[src/rtl/mem_bus_pkg.sv]
// Shared types and defaults for the memory bus sequencer: FSM states, regions,
// grants, size codes and the alignment check used by the region decoder.
package mem_bus_pkg;

    typedef enum logic [1:0] {IDLE, ACCESS, RESP} state_t;
    typedef enum logic [1:0] {REG_ROM, REG_RAM, REG_PER} region_t;
    typedef enum logic {G_FETCH, G_DATA} grant_t;

    localparam logic [1:0] SZ_BYTE   = 2'b00;
    localparam logic [1:0] SZ_HALF   = 2'b01;
    localparam logic [1:0] SZ_WORD   = 2'b10;
    localparam logic [1:0] SZ_DOUBLE = 2'b11;

    localparam int WAIT_W = 4;

    localparam logic [31:0] DEF_ROM_LIMIT = 32'h0000_0400;
    localparam logic [31:0] DEF_RAM_LIMIT = 32'h0000_2000;
    localparam int          DEF_ROM_WAIT  = 1;
    localparam int          DEF_RAM_WAIT  = 2;
    localparam int          DEF_PER_WAIT  = 0;

    function automatic logic misaligned(input logic [1:0] size, input logic [2:0] lsb);
        case (size)
            SZ_HALF:   return lsb[0];
            SZ_WORD:   return |lsb[1:0];
            SZ_DOUBLE: return |lsb;
            default:   return 1'b0;
        endcase
    endfunction

endpackage

[src/rtl/mem_bus_sequencer_if.sv]
// Requester and memory-side signals of the shared bus. The slave modport is the
// sequencer's view; master is the view of the surrounding requesters/memories.
interface mem_bus_sequencer_if;
    logic        if_req;
    logic [31:0] if_addr;
    logic        if_ready;
    logic [31:0] if_rdata;

    logic        dm_req;
    logic        dm_we;
    logic [1:0]  dm_size;
    logic [31:0] dm_addr;
    logic [63:0] dm_wdata;
    logic        dm_ready;
    logic [63:0] dm_rdata;
    logic        dm_err;

    logic [31:0] mem_address;
    logic [63:0] mem_wdata;
    logic [63:0] mem_data_in;
    logic        mem_write_en;
    logic        mem_read;
    logic [1:0]  mem_size;
    logic        rom_select;
    logic        ram_select;
    logic        per_select;

    modport slave (
        input  if_req, if_addr, dm_req, dm_we, dm_size, dm_addr, dm_wdata, mem_data_in,
        output if_ready, if_rdata, dm_ready, dm_rdata, dm_err,
        output mem_address, mem_wdata, mem_write_en, mem_read, mem_size,
        output rom_select, ram_select, per_select
    );

    modport master (
        output if_req, if_addr, dm_req, dm_we, dm_size, dm_addr, dm_wdata, mem_data_in,
        input  if_ready, if_rdata, dm_ready, dm_rdata, dm_err,
        input  mem_address, mem_wdata, mem_write_en, mem_read, mem_size,
        input  rom_select, ram_select, per_select
    );
endinterface

[src/rtl/mem_region_decode.sv]
// Combinational address decode: region, wait count and access error
// (misalignment or store to ROM) for the request about to be granted.
module mem_region_decode
    import mem_bus_pkg::*;
#(
    parameter logic [31:0] ROM_LIMIT = DEF_ROM_LIMIT,
    parameter logic [31:0] RAM_LIMIT = DEF_RAM_LIMIT,
    parameter int          ROM_WAIT  = DEF_ROM_WAIT,
    parameter int          RAM_WAIT  = DEF_RAM_WAIT,
    parameter int          PER_WAIT  = DEF_PER_WAIT
) (
    input  logic [31:0]       addr,
    input  logic [1:0]        size,
    input  logic              we,
    output region_t           region,
    output logic [WAIT_W-1:0] wait_cnt,
    output logic              err
);

    always_comb begin
        region   = REG_PER;
        wait_cnt = WAIT_W'(PER_WAIT);
        if (addr < ROM_LIMIT) begin
            region   = REG_ROM;
            wait_cnt = WAIT_W'(ROM_WAIT);
        end else if (addr < RAM_LIMIT) begin
            region   = REG_RAM;
            wait_cnt = WAIT_W'(RAM_WAIT);
        end
        err = misaligned(size, addr[2:0]) || (we && (region == REG_ROM));
    end

endmodule

[src/rtl/mem_bus_sequencer.sv]
// Round-robin sequencer for the shared memory bus (fetch vs. load/store).
// Optional performance counters are built when MEM_BUS_PERF_COUNTERS_EN is defined.
module mem_bus_sequencer
    import mem_bus_pkg::*;
#(
    parameter logic [31:0] ROM_LIMIT = DEF_ROM_LIMIT,
    parameter logic [31:0] RAM_LIMIT = DEF_RAM_LIMIT,
    parameter int          ROM_WAIT  = DEF_ROM_WAIT,
    parameter int          RAM_WAIT  = DEF_RAM_WAIT,
    parameter int          PER_WAIT  = DEF_PER_WAIT
) (
    input  logic                clock,
    input  logic                reset,
    mem_bus_sequencer_if.slave  bus,
    output logic                busy,
    output logic [31:0]         cnt_fetch,
    output logic [31:0]         cnt_data,
    output logic [31:0]         cnt_stall
);

    state_t            state;
    grant_t            grant;
    grant_t            last_grant;
    logic              lat_err;
    logic [WAIT_W-1:0] wcnt;
    logic [63:0]       rdata_q;

    logic              pick_fetch;
    logic [31:0]       sel_addr;
    logic [1:0]        sel_size;
    logic              sel_we;
    logic [63:0]       sel_wdata;
    region_t           dec_region;
    logic [WAIT_W-1:0] dec_wait;
    logic              dec_err;
    logic              dec_ok;

    // Fetch wins unless data is also requesting and fetch was served last.
    always_comb begin
        pick_fetch = bus.if_req && (!bus.dm_req || (last_grant == G_DATA));
        sel_addr   = pick_fetch ? bus.if_addr : bus.dm_addr;
        sel_size   = pick_fetch ? SZ_WORD : bus.dm_size;
        sel_we     = pick_fetch ? 1'b0 : bus.dm_we;
        sel_wdata  = pick_fetch ? 64'd0 : bus.dm_wdata;
        dec_ok     = !dec_err;
    end

    mem_region_decode #(
        .ROM_LIMIT (ROM_LIMIT),
        .RAM_LIMIT (RAM_LIMIT),
        .ROM_WAIT  (ROM_WAIT),
        .RAM_WAIT  (RAM_WAIT),
        .PER_WAIT  (PER_WAIT)
    ) u_decode (
        .addr     (sel_addr),
        .size     (sel_size),
        .we       (sel_we),
        .region   (dec_region),
        .wait_cnt (dec_wait),
        .err      (dec_err)
    );

    assign bus.if_rdata = rdata_q[31:0];
    assign bus.dm_rdata = rdata_q;

    always_ff @(posedge clock) begin
        if (reset) begin
            state            <= IDLE;
            grant            <= G_FETCH;
            last_grant       <= G_DATA;
            lat_err          <= 1'b0;
            wcnt             <= '0;
            rdata_q          <= '0;
            busy             <= 1'b0;
            bus.if_ready     <= 1'b0;
            bus.dm_ready     <= 1'b0;
            bus.dm_err       <= 1'b0;
            bus.mem_address  <= '0;
            bus.mem_wdata    <= '0;
            bus.mem_write_en <= 1'b0;
            bus.mem_read     <= 1'b0;
            bus.mem_size     <= '0;
            bus.rom_select   <= 1'b0;
            bus.ram_select   <= 1'b0;
            bus.per_select   <= 1'b0;
        end else begin
            case (state)
                IDLE: begin
                    if (bus.if_req || bus.dm_req) begin
                        grant            <= pick_fetch ? G_FETCH : G_DATA;
                        lat_err          <= dec_err;
                        wcnt             <= dec_err ? '0 : dec_wait;
                        busy             <= 1'b1;
                        bus.mem_address  <= sel_addr;
                        bus.mem_size     <= sel_size;
                        bus.mem_wdata    <= sel_we ? sel_wdata : 64'd0;
                        bus.mem_read     <= dec_ok && !sel_we;
                        bus.mem_write_en <= dec_ok && sel_we;
                        bus.rom_select   <= dec_ok && (dec_region == REG_ROM);
                        bus.ram_select   <= dec_ok && (dec_region == REG_RAM);
                        bus.per_select   <= dec_ok && (dec_region == REG_PER);
                        state            <= ACCESS;
                    end
                end
                ACCESS: begin
                    if (wcnt != '0) begin
                        wcnt <= wcnt - WAIT_W'(1);
                    end else begin
                        rdata_q          <= bus.mem_data_in;
                        bus.mem_address  <= '0;
                        bus.mem_wdata    <= '0;
                        bus.mem_write_en <= 1'b0;
                        bus.mem_read     <= 1'b0;
                        bus.mem_size     <= '0;
                        bus.rom_select   <= 1'b0;
                        bus.ram_select   <= 1'b0;
                        bus.per_select   <= 1'b0;
                        bus.if_ready     <= (grant == G_FETCH);
                        bus.dm_ready     <= (grant == G_DATA);
                        bus.dm_err       <= (grant == G_DATA) && lat_err;
                        state            <= RESP;
                    end
                end
                RESP: begin
                    bus.if_ready <= 1'b0;
                    bus.dm_ready <= 1'b0;
                    bus.dm_err   <= 1'b0;
                    last_grant   <= grant;
                    busy         <= 1'b0;
                    state        <= IDLE;
                end
                default: state <= IDLE;
            endcase
        end
    end

`ifdef MEM_BUS_PERF_COUNTERS_EN
    logic other_waiting;

    assign other_waiting = (grant == G_FETCH) ? bus.dm_req : bus.if_req;

    always_ff @(posedge clock) begin
        if (reset) begin
            cnt_fetch <= '0;
            cnt_data  <= '0;
            cnt_stall <= '0;
        end else begin
            if (state == RESP) begin
                if (grant == G_FETCH) cnt_fetch <= cnt_fetch + 32'd1;
                else                  cnt_data  <= cnt_data + 32'd1;
            end
            if ((state != IDLE) && other_waiting) cnt_stall <= cnt_stall + 32'd1;
        end
    end
`else
    assign cnt_fetch = '0;
    assign cnt_data  = '0;
    assign cnt_stall = '0;
`endif

endmodule
[src/flat_wrapper.sv]
// flat-port wrapper written by rule: the top's interface ports become plain ports
module mem_bus_sequencer_flat import mem_bus_pkg::*;
#(
    parameter logic [31:0] ROM_LIMIT = DEF_ROM_LIMIT,
    parameter logic [31:0] RAM_LIMIT = DEF_RAM_LIMIT,
    parameter int          ROM_WAIT  = DEF_ROM_WAIT,
    parameter int          RAM_WAIT  = DEF_RAM_WAIT,
    parameter int          PER_WAIT  = DEF_PER_WAIT
)
  (clock, reset, busy, cnt_fetch, cnt_data, cnt_stall, bus_if_req, bus_if_addr, bus_dm_req, bus_dm_we, bus_dm_size, bus_dm_addr, bus_dm_wdata, bus_mem_data_in, bus_if_ready, bus_if_rdata, bus_dm_ready, bus_dm_rdata, bus_dm_err, bus_mem_address, bus_mem_wdata, bus_mem_write_en, bus_mem_read, bus_mem_size, bus_rom_select, bus_ram_select, bus_per_select);
  mem_bus_sequencer_if bus_i ();
  input  logic clock;
  input  logic reset;
  output logic busy;
  output logic [31:0] cnt_fetch;
  output logic [31:0] cnt_data;
  output logic [31:0] cnt_stall;
  input wire logic [$bits(bus_i.if_req)-1:0] bus_if_req;
  input wire logic [$bits(bus_i.if_addr)-1:0] bus_if_addr;
  input wire logic [$bits(bus_i.dm_req)-1:0] bus_dm_req;
  input wire logic [$bits(bus_i.dm_we)-1:0] bus_dm_we;
  input wire logic [$bits(bus_i.dm_size)-1:0] bus_dm_size;
  input wire logic [$bits(bus_i.dm_addr)-1:0] bus_dm_addr;
  input wire logic [$bits(bus_i.dm_wdata)-1:0] bus_dm_wdata;
  input wire logic [$bits(bus_i.mem_data_in)-1:0] bus_mem_data_in;
  output wire logic [$bits(bus_i.if_ready)-1:0] bus_if_ready;
  output wire logic [$bits(bus_i.if_rdata)-1:0] bus_if_rdata;
  output wire logic [$bits(bus_i.dm_ready)-1:0] bus_dm_ready;
  output wire logic [$bits(bus_i.dm_rdata)-1:0] bus_dm_rdata;
  output wire logic [$bits(bus_i.dm_err)-1:0] bus_dm_err;
  output wire logic [$bits(bus_i.mem_address)-1:0] bus_mem_address;
  output wire logic [$bits(bus_i.mem_wdata)-1:0] bus_mem_wdata;
  output wire logic [$bits(bus_i.mem_write_en)-1:0] bus_mem_write_en;
  output wire logic [$bits(bus_i.mem_read)-1:0] bus_mem_read;
  output wire logic [$bits(bus_i.mem_size)-1:0] bus_mem_size;
  output wire logic [$bits(bus_i.rom_select)-1:0] bus_rom_select;
  output wire logic [$bits(bus_i.ram_select)-1:0] bus_ram_select;
  output wire logic [$bits(bus_i.per_select)-1:0] bus_per_select;
  assign bus_i.if_req = bus_if_req;
  assign bus_i.if_addr = bus_if_addr;
  assign bus_i.dm_req = bus_dm_req;
  assign bus_i.dm_we = bus_dm_we;
  assign bus_i.dm_size = bus_dm_size;
  assign bus_i.dm_addr = bus_dm_addr;
  assign bus_i.dm_wdata = bus_dm_wdata;
  assign bus_i.mem_data_in = bus_mem_data_in;
  assign bus_if_ready = bus_i.if_ready;
  assign bus_if_rdata = bus_i.if_rdata;
  assign bus_dm_ready = bus_i.dm_ready;
  assign bus_dm_rdata = bus_i.dm_rdata;
  assign bus_dm_err = bus_i.dm_err;
  assign bus_mem_address = bus_i.mem_address;
  assign bus_mem_wdata = bus_i.mem_wdata;
  assign bus_mem_write_en = bus_i.mem_write_en;
  assign bus_mem_read = bus_i.mem_read;
  assign bus_mem_size = bus_i.mem_size;
  assign bus_rom_select = bus_i.rom_select;
  assign bus_ram_select = bus_i.ram_select;
  assign bus_per_select = bus_i.per_select;
  mem_bus_sequencer #(.ROM_LIMIT(ROM_LIMIT), .RAM_LIMIT(RAM_LIMIT), .ROM_WAIT(ROM_WAIT), .RAM_WAIT(RAM_WAIT), .PER_WAIT(PER_WAIT)) u_core (.clock(clock), .reset(reset), .bus(bus_i), .busy(busy), .cnt_fetch(cnt_fetch), .cnt_data(cnt_data), .cnt_stall(cnt_stall));
endmodule
[config.mk]
export PLATFORM = sky130hd
export DESIGN_NAME = mem_bus_sequencer_flat
export DESIGN_NICKNAME = d
export VERILOG_FILES = /design/src/rtl/mem_bus_pkg.sv /design/src/rtl/mem_bus_sequencer_if.sv /design/src/rtl/mem_region_decode.sv /design/src/rtl/mem_bus_sequencer.sv /design/src/flat_wrapper.sv
export SDC_FILE = /design/constraint.sdc
export NUM_CORES = 1
export LEC_CHECK = 0
export BUFFER_PORTS_ARGS = -buffer_cell sky130_fd_sc_hd__buf_2
export CAP_MARGIN = 10
export CORE_AREA = 8 8 185 187
export CTS_CLUSTER_DIAMETER = 80
export DETAILED_ROUTE_END_ITERATION = 8
export DIE_AREA = 0 0 193 195
export HOLD_SLACK_MARGIN = 0.02
export PLACE_DENSITY_LB_ADDON = 0.3
export SETUP_SLACK_MARGIN = 0.15
export SLEW_MARGIN = 20
export SYNTH_ARGS = -nofsm -noshare
export SYNTH_HDL_FRONTEND = slang
export SYNTH_SLANG_ARGS = --single-unit
[constraint.sdc]
create_clock -name clock -period 2.1 [get_ports clock]
set_input_delay 0.105 -clock clock [delete_from_list [all_inputs] [get_ports clock]]
set_output_delay 0.105 -clock clock [all_outputs]
set_load 0.02 [all_outputs]
# After elaboration in Yosys (flattened, before gate mapping)
# Index checks and enable logic that the tools add are counted.
# totals
mem_bits_ro	0
ramBits	0
inputBits	199
latchBits	0
n_memories	0
elab_cells	108
out_inout_bits	299
register_bits	180
# classes
multipliers	0
div_mod_pow	0
order_cmp	2
n_mux	46
eq_ne	10
bitwise	2
shifts	0
reduce_logical	29
add_sub_neg	1
# op_table
cell	n
$mux 64	4
$pmux 64 s2	1
$mux 32	3
$pmux 32 s2	1
$lt 32x11->1 const B	1
$lt 32x14->1 const B	1
$mux 2	10
$pmux 1 s2	9
$mux 1	12
$reduce_and 2->1	5
$eq 2x2->1 const B	4
$logic_and 1x1->1	8
$mux 4	2
$pmux 2 s2	2
$pmux 4 s2	1
$eq 2x1->1 const B	3
$reduce_and 3->1	2
$reduce_bool 2->1	3
$logic_not 2->1	2
$ne 2x1->1 const B	2
$reduce_bool 4->1	1
$sub 4x1->4 const B	1
$logic_not 1->1	3
$logic_or 1x1->1	3
other kinds (5)	6

# Depth between registers and ports, before layout
# Gate-level depths: netlist of the first run.
# depth
ltp_word	14
depth_mapped	9
depth_no_buf	7

# By module
# From an unflattened synthesis of the first run, not the netlist that was laid out.
# hier_totals
cells_unflattened	1002
area_unflattened_um2	8204.1
# modules_own_cells
mod	seq_area_each_um2	n_inst	cells_each	area_per_inst_um2
mem_bus_sequencer	3603.5	1	982	8071.5
mem_region_decode	0.0	1	20	132.6

# Least setup slack after synthesis of the first run
# Ideal clock, no wire load.
# synth_timing
path_kind	register -> register
start	register u_core.wcnt[0]
end	register u_core.wcnt[0]
stages_incl_launch_ff	9
required_ps	1964
setup_time_ps	136
period_less_slack_ps	1755
setup_slack_ps	345
arrival_ps	1619
n_path_buf	1
cell_sequence	dfxtp_1 -> inv_1 -> ha_1 -> nor3b_2 -> nor2b_1 -> buf_2 -> or3_1 -> a21oi_1 -> o32ai_2
# synth_between
elab_chain_cells	3
elab_cells_between_ends	6
cone_classes	add/sub: 1; eq/ne: 1; mux: 2; reduce/logical: 2
# synth_rtl
item	line_no	text
start: declaration	mem_bus_sequencer.sv:25	logic [WAIT_W-1:0] wcnt;
start signal: assignment	mem_bus_sequencer.sv:92	wcnt <= dec_err ? '0 : dec_wait;
start signal: assignment	mem_bus_sequencer.sv:107	wcnt <= wcnt - WAIT_W'(1);
$sub 4x1->4 / $reduce_bool 4->1 (equally long branches)	mem_bus_sequencer.sv:107, mem_bus_sequencer.sv:106	
$mux 4 / $ne 2x1->1 (equally long branches)	-	
$pmux 4 s2 / $reduce_and 3->1 (equally long branches)	-	
# Several ways; a longest one is shown, not always the timed one. The select of a mux whose other input is x is not followed.
# A chain may end at the register's enable or synchronous reset.

# Final worst setup path of the first run
# layout_timing
start	register u_core.last_grant
end	register u_core.bus.mem_write_en
# layout_between
elab_chain_cells	13
elab_cells_between_ends	22
cone_classes	order compare: 2; eq/ne: 3; mux: 8; reduce/logical: 9
# layout_rtl
item	line_no	text
start: declaration	mem_bus_sequencer.sv:23	grant_t last_grant;
start signal: assignment	mem_bus_sequencer.sv:128	last_grant <= grant;
$logic_or 1x1->1 (*)	mem_bus_sequencer.sv:40	pick_fetch = bus.if_req && (!bus.dm_req || (last_grant == G_DATA));
$logic_and 1x1->1 (*)	mem_bus_sequencer.sv:40	
$mux 32	mem_bus_sequencer.sv:41	sel_addr = pick_fetch ? bus.if_addr : bus.dm_addr;
$lt 32x14->1	mem_region_decode.sv:26	end else if (addr < RAM_LIMIT) begin
$mux 2	mem_region_decode.sv:26	
$mux 2	mem_region_decode.sv:23	if (addr < ROM_LIMIT) begin
$logic_not 2->1	mem_region_decode.sv:30	err = misaligned(size, addr[2:0]) || (we && (region == REG_ROM));
$logic_and 1x1->1	mem_region_decode.sv:30	
$logic_or 1x1->1	mem_region_decode.sv:30	
$logic_not 1->1	mem_bus_sequencer.sv:45	dec_ok = !dec_err;
$logic_and 1x1->1 (*)	mem_bus_sequencer.sv:98	bus.mem_write_en <= dec_ok && sel_we;
$mux 1 (*)	mem_bus_sequencer.sv:89	if (bus.if_req || bus.dm_req) begin
$pmux 1 s2 (*)	mem_bus_sequencer.sv:87	case (state)
end signal: assignment	mem_bus_sequencer.sv:98	
end: declaration	mem_bus_sequencer_if.sv:31	output mem_address, mem_wdata, mem_write_en, mem_read, mem_size,
# Mark *: on every way between the ends. The rest lies on a longest branch, timed or not. The select of a mux whose other input is x is not followed.

==> results.yml, run 1 <==
synth:
  synth_area_mm2: 0.00779
  synthesis_warnings: 0
  ys_flop_type: "sky130_fd_sc_hd__dfxtp_1"
  number_of_enable_flip_flop_cells_after_synthesis: 0
  synth-async-reset-ratio: 0
  postSynthCellCount: 894
  yosys_register_bits: 180
  leading_area_contributor_after_synthesis: "sky130_fd_sc_hd__dfxtp_1"
  synthDominantCellAreaShare: 0.463
  synth_top_cells_by_area: "sky130_fd_sc_hd__dfxtp_1 46%, sky130_fd_sc_hd__buf_4 12%, sky130_fd_sc_hd__a22oi_1 9.3%"
  syn-mean-instance-area_um2: 8.71
  synth_seq_area_share: 0.463
  ys_types: 46
timing:
  timing.final.crit_share: 0.876
  maxSlewHeadroom: 0.591
  maxClockFrequency_mhz: 544
  timing.hold.ws_ns: 0.0427
  period_needed_ns: 1.84
  rsz_0062_raised_after_global_routing: "false"
  setup_ws_ns: 0.261
  setup_viol_count_final: 0
  fin_setup_tns_ns: 0
  worstMarginPinSlew_ns: 0.608
  hold_viol: 0
  finalMaxSlewViolations: 0
  final.setup_skew_ns: 0.0134
drt:
  wl_met1_mm: 11.3
  drt-wirelength-per-cell_um: 15.9
  antenna_left: 0
  total_vias_in_the_final_route: 7753
  drt_iter0_drc: 281
  drt_wl_total_mm: 29.0
  route.met2.wl_mm: 14.6
  detail_route.drc_violations: 0
  topRoutingLayerUsed: "met4"
  post_drt_via_cell_ratio: 4.26
  firstDrtPassIters: 5
  wl_met3_mm: 2.51
power_and_ir_drop:
  power.static_leakage_nw: 5.61
  power.density_cell_area_mw_per_mm2: 1110
  irDropWorstVdd_uv: 566
clock_network:
  clock_insertion_delay_worst_skew_ns: 0.44
  clock_tree.root_cell: "sky130_fd_sc_hd__clkbuf_16"
  cts_max_path_buffers: 2
  cts_inserted_buffers: 17
  cts_num_sinks: 180
  worst_setup_hold_path_clk_slew_ns: 0.08
  tritoncts: "yes"
  clock_tree.htree_level_count: 4
cells_and_area:
  final_core_density: 0.382
  layout.cells.most_common: "sky130_fd_sc_hd__buf_2"
  multi_input_area_mm2: 0.00334
  area_of_all_sequential_standard_cells_mm2: 0.00360
  post_route_cells_drive_above_1_share: 0.361
  areaGrowthSynthToFinish_pct: 53.3
  finalNetCount: 1608
  antenna-diode-count: 0
  final_cell_mix: "400 x sky130_fd_sc_hd__buf_2, 180 x sky130_fd_sc_hd__dfxtp_1, 157 x sky130_fd_sc_hd__dlygate4sd3_1"
  nFillCells: 3134
  layoutNonFillerInstCount: 1822
global_routing:
  initial_antenna_violation_count: 0
  grt_first_pass_wirelength_mm: 43.2
  gr-usage-all-layers: 0.143
  gr-total-overflow: 0
  pin_count_of_the_biggest_net_entering_global_routing: 70
  first_global_vias: 8136
floorplan:
  die_area_mm2: 0.0376
  fp.dieH_um: 195
  row_count: 65
  core_area_mm2: 0.0312
  start_util: 0.249
  num_io_pins: 498
  die_x_um: 193
critical_path:
  critPathKind: "reg2reg"
  timing.critical_path.arrival_ns: 2.17
  worst-path-buf-inv: 1
  crit-reg2reg-launch: "u_core.last_grant$_SDFFE_PP1P_"
  worst_setup_path_end_kind: "flop"
  required_arrival_time_at_the_worst_endpoint_ns: 2.43
  kind_of_start_point_of_the_critical_path: "flop"
  worst-path-stages: 6
  critPathMaxStageDelay_ns: 0.42
  critical_path.startpoint: "u_core.last_grant$_SDFFE_PP1P_"
  worstRegToRegCells: 6
  path_max_fanout: 5
  critical_path.slowest_cell: "sky130_fd_sc_hd__mux2i_2"
  timing.critical_path.max_delay_family: "simple AND/OR/NAND/NOR gates"
  path_cells: "nand2b_1 -> and2_1 -> buf_4 -> mux2i_2 -> nor2_1 -> a32o_1"
placed_design:
  placed_cells: 1627
  routabilityCongestion: 0.761
  place.detailed.hpwl_mm: 20.1
  portBuffers: 401
  dpl_worst_slack_ns: 0.0691
worst_hold_path:
  worst_hold_path_cell_count: 4
  worst_hold_startpoint: "bus_if_addr[7]"
  timing.hold.worst.class: "in2reg"
job:
  reported_max_cap_violation_count: 0
outcome:
  run_status: "finished, final reports clean"
==> power by group <==
part,switching [mW],internal [mW],leakage [nW]
sequential,0.386,4.06,1.47
clock,1.53,1.57,0.270
combinational,3.61,2.13,3.88
==> worst min-delay path, stage by stage <==
cell and delay, ns:
sky130_fd_sc_hd__buf_2 0.07, sky130_fd_sc_hd__mux2_2 0.14, sky130_fd_sc_hd__a22oi_1 0.06, sky130_fd_sc_hd__nor2_1 0.08
==> per-layer routing <==
layer  vias to the layer above  GRT usage
met5                         -          0
met4                         0     0.0507
met3                        38     0.0486
met2                       331      0.258
met1                      3546      0.152
li1                       3838          -
==> what timing repair did <==
item / 4_1_cts / 5_1_grt
gates cloned: 1 / 1
endpoints found under the setup margin: 54 / 45
pin swaps: 1 / 1
resized for setup: 0 / 4
hold buffers: 157 / 0
endpoints found under the hold margin: 146 / 0
setup buffers: 0 / 4
==> cells by family after synthesis <==
| group | after synthesis | synth area share |
|---|---|---|
| AND/OR/NAND/NOR | 294 | 0.159 |
| buffers and inverters | 193 | 0.160 |
| AO/OA/AOI/OAI | 187 | 0.162 |
| flip-flops | 180 | 0.463 |
| multiplexers | 35 | 0.0508 |
| adder cells (fa/ha/maj) | 2 | 0.00321 |
| XOR/XNOR | 2 | 0.00225 |
| other | 1 | 0.000482 |
==> final timing paths <==
check	end	slack, ns
setup reg to reg	u_core.bus.mem_write_en$_SDFFE_PP0P_	0.26
setup / recovery	u_core.bus.mem_write_en$_SDFFE_PP0P_	0.26
hold / removal	u_core.bus.mem_address[7]$_SDFFE_PP0P_	0.04
hold reg to reg	u_core.bus.dm_rdata[53]$_SDFFE_PP0P_	0.45
==> area by class of cell <==
cell class / count / share of cell area
multi-input cells: 617 / 0.280
repair buffers: 588 / 0.328
flip-flops and latches: 180 / 0.302
clock buffers: 17 / 0.0356
inverters: 3 / 0.000943
clock inverters: 15 / 0.0116
well taps: 402 / 0.0421
==> sequential cells by signal, indices dropped and copies added (netlist names), 2 cells and up <==
signal                  flops
u_core.state                2
u_core.bus.mem_wdata       64
u_core.bus.mem_address     32
u_core.bus.dm_rdata        64
u_core.bus.mem_size         2
u_core.wcnt                 4
==> per-stage QoR <==
| stage | total power, mW | instance area, um^2 |
|---|---|---|
| 6_report | 13.3 | 11900 |
| 5_1_grt | 14.1 | 11900 |
| 4_1_cts | 13.2 | 11800 |
| 3_5_place_dp | 9.75 | 9700 |
| 3_3_place_gp | 9.71 | 9700 |
| 2_1_floorplan | 8.13 | 8140 |
==> synthesized netlist by cell type (2+ instances only) <==
master                     instances
sky130_fd_sc_hd__nand3_1           7
sky130_fd_sc_hd__or3_1             3
sky130_fd_sc_hd__nor4_1            8
sky130_fd_sc_hd__clkbuf_1         36
sky130_fd_sc_hd__inv_1             3
sky130_fd_sc_hd__o31ai_2           2
sky130_fd_sc_hd__and2_1            2
sky130_fd_sc_hd__nor3_1            9
sky130_fd_sc_hd__buf_2            23
sky130_fd_sc_hd__o21ai_0           3
sky130_fd_sc_hd__o21a_1            2
sky130_fd_sc_hd__a22oi_1          96
sky130_fd_sc_hd__buf_4           129
sky130_fd_sc_hd__nor2_1          111
sky130_fd_sc_hd__nand2b_1          7
sky130_fd_sc_hd__a31oi_1           2
sky130_fd_sc_hd__ha_1              2
sky130_fd_sc_hd__nor2b_1           2
sky130_fd_sc_hd__nand2_1         138
sky130_fd_sc_hd__a21oi_1          71
sky130_fd_sc_hd__mux2_2           33
sky130_fd_sc_hd__xor2_1            2
sky130_fd_sc_hd__dfxtp_1         180
Power figures use the tool's default switching activity.
==> inputs of run 2 (changes only) <==
==> constraint.sdc (replaced) <==
create_clock -name clock -period 2.1 [get_ports clock]
set_input_delay 0.315 -clock clock [delete_from_list [all_inputs] [get_ports clock]]
set_output_delay 0.315 -clock clock [all_outputs]
set_load 0.02 [all_outputs]
==> run 2 against run 1 <==
Total power increased by 0.12%. Sequential cell count unchanged. Sequential power about the same. Via count decreased by 8.4%. Sequential share of layout area increased by 4.4 points. First-iteration DRC count decreased by 16%.
==> results.yml, run 2 (synthesis gave the netlist of run 1 again) <==
outcome:
  run_status: "finished, final reports clean"
critical_path:
  critPathKind: "reg2reg"
  kind_of_start_point_of_the_critical_path: "flop"
  worst_setup_path_end_kind: "flop"
  path_max_fanout: 50
  required_arrival_time_at_the_worst_endpoint_ns: 2.42
  timing.critical_path.arrival_ns: 2.16
clock_network:
  clock_insertion_delay_worst_skew_ns: 0.44
  hold_buffers: 0
  clock_tree.root_cell: "sky130_fd_sc_hd__clkbuf_16"
  cts_num_sinks: 180
  clock_tree.htree_level_count: 4
  cts_inserted_buffers: 17
  cts_max_path_buffers: 2
  tritoncts: "yes"
  worst_setup_hold_path_clk_slew_ns: 0.07
drt:
  detail_route.drc_violations: 0
  firstDrtPassIters: 4
  antenna_left: 0
  total_vias_in_the_final_route: 7105
  post_drt_via_cell_ratio: 4.29
  drt-wirelength-per-cell_um: 16.0
  drt_iter0_drc: 236
  drt_wl_total_mm: 26.5
floorplan:
  die_area_mm2: 0.0376
  core_area_mm2: 0.0312
  start_util: 0.249
  fp.dieH_um: 195
  die_x_um: 193
  num_io_pins: 498
  row_count: 65
placed_design:
  dpl_worst_slack_ns: 0.168
  routabilityCongestion: 0.749
  dpl-instance-area_mm2: 0.00967
  place.detailed.hpwl_mm: 20.0
  portBuffers: 401
power_and_ir_drop:
  power.static_leakage_nw: 4.96
  pwr-share-clk: 0.272
  p_sw_frac: 0.394
  power.sequential.fraction: 0.335
  power.density_cell_area_mw_per_mm2: 1280
  irDropWorstVdd_uv: 589
  net-switching-power_mw: 5.25
  p_int_mw: 8.06
  comb_power_share: 0.393
job:
  reported_max_cap_violation_count: 0
timing:
  timing.final.crit_share: 0.875
  timing.hold.ws_ns: 0.104
  fin_setup_tns_ns: 0
  period_needed_ns: 1.84
  hold_viol: 0
  rsz_0062_raised_after_global_routing: "true"
  finalMaxSlewViolations: 0
  setup_viol_count_final: 0
  final.setup_skew_ns: 0.00857
  worstMarginPinSlew_ns: 0.563
  setup_ws_ns: 0.262
  maxClockFrequency_mhz: 544
  maxSlewHeadroom: 0.620
cells_and_area:
  layout.cells.most_common: "sky130_fd_sc_hd__buf_2"
  final_core_density: 0.333
  layout.cell_area.non_filler_mm2: 0.0104
  finalNetCount: 1444
  area_of_all_sequential_standard_cells_mm2: 0.00360
  multi_input_area_mm2: 0.00336
  nFillCells: 3372
  areaGrowthSynthToFinish_pct: 33.7
  post_route_cells_drive_above_1_share: 0.406
  final_cell_mix: "400 x sky130_fd_sc_hd__buf_2, 179 x sky130_fd_sc_hd__dfxtp_1, 138 x sky130_fd_sc_hd__nand2_1"
global_routing:
  first_global_vias: 7070
  gr-usage-all-layers: 0.133
  pin_count_of_the_biggest_net_entering_global_routing: 68
  gr-total-overflow: 0
  initial_antenna_violation_count: 1
  grt_first_pass_wirelength_mm: 39.6
worst_hold_path:
  timing.hold.worst.class: "in2reg"
## run 2: cell types whose count changed in the layout (fill, tap and decap cells not counted), sizes merged
cell         change
inv              -7
diode            +1
buf              -5
nor2             -1
clkinv           -2
dlygate4sd3    -157
clkbuf           +2
bufinv           +5
## run 2: final cells by class
| cell class | instances | area share |
|---|---|---|
| diodes | 1 | 0.000240 |
| clock buffers | 20 | 0.0439 |
| clock inverters | 11 | 0.0191 |
| inverters | 3 | 0.00108 |
| multi-input cells | 616 | 0.323 |
| flip-flops and latches | 180 | 0.346 |
| well taps | 402 | 0.0483 |
| repair buffers | 425 | 0.218 |
## run 2: worst paths after layout
| check | startpoint | to | slack, ns | cells after the start |
|---|---|---|---|---|
| max | u_core.wcnt[0]$_SDFFE_PP0P_ | u_core.bus.mem_wdata[18]$_SDFFE_PP0P_ | 0.26 | 9 |
| min | bus_mem_data_in[37] | u_core.bus.dm_rdata[37]$_SDFFE_PP0P_ | 0.10 | 3 |
| max reg2reg | u_core.wcnt[0]$_SDFFE_PP0P_ | u_core.bus.mem_wdata[18]$_SDFFE_PP0P_ | 0.26 | 9 |
| min reg2reg | u_core.bus.dm_rdata[51]$_SDFFE_PP0P_ | u_core.bus.dm_rdata[51]$_SDFFE_PP0P_ | 0.45 | 2 |
## run 2: worst max-delay path, stage by stage, from the launching register on
cell                      delay (ns)
sky130_fd_sc_hd__dfxtp_2        0.34
sky130_fd_sc_hd__inv_1          0.07
sky130_fd_sc_hd__ha_1           0.15
sky130_fd_sc_hd__nor3b_4        0.25
sky130_fd_sc_hd__nor2b_4        0.26
sky130_fd_sc_hd__nor2_4         0.07
sky130_fd_sc_hd__buf_12         0.14
sky130_fd_sc_hd__buf_12         0.19
sky130_fd_sc_hd__a22oi_1        0.17
sky130_fd_sc_hd__nor2_1         0.06
## run 2: power groups by stage
stage / clock, mW / sequential, mW / combinational, mW
global route: 3.87 / 4.54 / 5.72
floorplan: 0 / 5.19 / 2.94
detailed placement: 0 / 4.52 / 5.14
global placement: 0 / 4.51 / 5.12
CTS: 3.74 / 4.45 / 5.26
finish: 3.62 / 4.46 / 5.23
## run 2: per-layer routing
layer | vias to the layer above | global-route usage | wire (um)
li1 | 3508 | - | -
met1 | 3260 | 0.148 | 10500
met2 | 312 | 0.229 | 13000
met3 | 25 | 0.0499 | 2540
met4 | 0 | 0.0465 | 435
met5 | - | 0 | 0
## run 2: metrics by stage
| step | power, mW | instances |
|---|---|---|
| after floorplan | 8.13 | 989 |
| after global placement | 9.63 | 1622 |
| after detailed placement | 9.66 | 1622 |
| after CTS | 13.4 | 1656 |
| after global routing | 14.1 | 1658 |
| final | 13.3 | 1658 |
## run 2: what timing repair did
item                       in CTS  in global routing
gates resized for setup         0                  9
setup buffers                   3                  1
pin swaps                       1                  0
setup endpoints to repair       1                137
==> inputs of run 3 (changes only) <==
- clock period: 2.1 -> 2 ns (I/O delays scaled with it)
==> run 3 against run 2 <==
Sequential power rose by 4.7%. First-iteration DRC count rose by 8.9%. Clock-buffer cell count fell by 3. Largest power group unchanged.
==> results.yml, run 3 (synthesis gave the netlist of run 1 again) <==
cells_and_area:
  finalNetCount: 1460
  layoutNonFillerInstCount: 1674
  layout.cells.most_common: "sky130_fd_sc_hd__buf_2"
  multi_input_area_mm2: 0.00336
  final_core_density: 0.337
  areaGrowthSynthToFinish_pct: 35.2
  antenna-diode-count: 0
  post_route_cells_drive_above_1_share: 0.414
  nFillCells: 3307
  area_of_all_sequential_standard_cells_mm2: 0.00361
  final_cell_mix: "400 x sky130_fd_sc_hd__buf_2, 177 x sky130_fd_sc_hd__dfxtp_1, 138 x sky130_fd_sc_hd__nand2_1"
global_routing:
  first_global_vias: 6992
  initial_antenna_violation_count: 0
  gr-usage-all-layers: 0.132
  gr-total-overflow: 0
  grt_first_pass_wirelength_mm: 39.4
  pin_count_of_the_biggest_net_entering_global_routing: 82
timing:
  hold_viol: 0
  timing.final.crit_share: 0.896
  final.setup_skew_ns: 0.0109
  fin_setup_tns_ns: 0
  rsz_0062_raised_after_global_routing: "true"
  maxClockFrequency_mhz: 558
  setup_ws_ns: 0.207
  setup_viol_count_final: 0
  finalMaxSlewViolations: 0
  period_needed_ns: 1.79
power_and_ir_drop:
  irDropWorstVdd_uv: 730
  total_power_mw: 13.9
  power.density_cell_area_mw_per_mm2: 1320
  power.static_leakage_nw: 5.04
clock_network:
  cts_inserted_buffers: 17
  clock_tree.htree_level_count: 4
  cts_max_path_buffers: 2
  cts_num_sinks: 180
  worst_setup_hold_path_clk_slew_ns: 0.07
  clock_tree.root_cell: "sky130_fd_sc_hd__clkbuf_16"
  tritoncts: "yes"
  clock_insertion_delay_worst_skew_ns: 0.44
worst_hold_path:
  hold-path-endpoint: "u_core.bus.dm_rdata[41]$_SDFFE_PP0P_"
  worst_hold_startpoint: "bus_mem_data_in[41]"
  timing.hold.worst.class: "in2reg"
  worst_hold_path_cell_count: 3
critical_path:
  timing.rr.end: "u_core.wcnt[0]$_SDFFE_PP0P_"
  path_max_fanout: 5
  crit-reg2reg-launch: "u_core.wcnt[1]$_SDFFE_PP0P_"
  timing.critical_path.arrival_ns: 2.10
  critPathKind: "reg2reg"
  worstRegToRegCells: 8
  r2r_setup_slack_ns: 0.21
  critical_path.startpoint: "u_core.wcnt[1]$_SDFFE_PP0P_"
  kind_of_start_point_of_the_critical_path: "flop"
  required_arrival_time_at_the_worst_endpoint_ns: 2.30
  worst_setup_path_end_kind: "flop"
floorplan:
  die_area_mm2: 0.0376
  fp.dieH_um: 195
  start_util: 0.249
  row_count: 65
  core_area_mm2: 0.0312
  num_io_pins: 498
  die_x_um: 193
drt:
  drt_wl_total_mm: 26.9
  detail_route.drc_violations: 0
  firstDrtPassIters: 4
  post_drt_via_cell_ratio: 4.26
  drt_iter0_drc: 257
  antenna_left: 0
  drt-wirelength-per-cell_um: 16.1
  total_vias_in_the_final_route: 7124
placed_design:
  dpl_worst_slack_ns: 0.0246
  portBuffers: 401
  placed_cells: 1633
  routabilityCongestion: 0.767
  place.detailed.hpwl_mm: 20.5
outcome:
  run_status: "finished, final reports clean"
job:
  reported_max_cap_violation_count: 0
[run 3: worst max path at each step]
| stage | end | slack [ns] | depth (start not counted) |
|---|---|---|---|
| global route | u_core.wcnt[0]$_SDFFE_PP0P_ | 0.12 | 8 |
| floorplan | u_core.wcnt[0]$_SDFFE_PP0P_ | 0.24 | 8 |
| detailed placement | u_core.bus.mem_read$_SDFFE_PP0P_ | 0.02 | 8 |
| CTS | u_core.wcnt[1]$_SDFFE_PP0P_ | 0.16 | 8 |
| finish | u_core.wcnt[0]$_SDFFE_PP0P_ | 0.21 | 8 |
| global placement | u_core.bus.mem_read$_SDFFE_PP0P_ | 0.06 | 8 |
[run 3: what timing repair did]
action | CTS | global route
setup endpoints to repair | 72 | 13
gates cloned | 0 | 1
gates resized for setup | 0 | 10
pin swaps | 1 | 2
hold buffers | 0 | 0
setup buffers | 4 | 4
[run 3: cell type report]
class,count,share of cell area
Inverter,3,0.00107
Multi-Input combinational cell,616,0.319
Timing Repair Buffer,441,0.234
Sequential cell,180,0.343
Clock inverter,15,0.0150
Clock buffer,17,0.0404
Tap cell,402,0.0478
[run 3: power breakdown]
| part | internal (mW) | switching (mW) |
|---|---|---|
| combinational | 2.13 | 3.69 |
| sequential | 4.27 | 0.404 |
| clock | 1.77 | 1.61 |
[run 3: layer usage]
| metal | up-vias | share of wire | GRT usage | routed length, um |
|---|---|---|---|---|
| li1 | 3538 | - | - | - |
| met1 | 3288 | 0.40 | 0.143 | 10600 |
| met2 | 281 | 0.50 | 0.232 | 13400 |
| met3 | 17 | 0.093 | 0.0513 | 2510 |
| met4 | 0 | 0.014 | 0.0402 | 372 |
| met5 | - | 0 | 0 | 0 |
[run 3: critical path, stage by stage (launching register included)]
cell and delay (ns):
sky130_fd_sc_hd__dfxtp_2 0.34, sky130_fd_sc_hd__inv_1 0.05, sky130_fd_sc_hd__ha_1 0.17, sky130_fd_sc_hd__nor3b_2 0.16, sky130_fd_sc_hd__nor2b_4 0.14, sky130_fd_sc_hd__buf_4 0.18, sky130_fd_sc_hd__or3_4 0.38, sky130_fd_sc_hd__a21oi_2 0.15
sky130_fd_sc_hd__o32ai_2 0.09
[run 3: metrics by stage]
stage | instance area (um^2) | hold slack, ns
final | 10500 | 0.0928
after detailed placement | 9790 | 0.445
after global placement | 9790 | 0.439
after CTS | 10400 | 0.0560
after global routing | 10500 | 0.0672
after floorplan | 8140 | 0.436
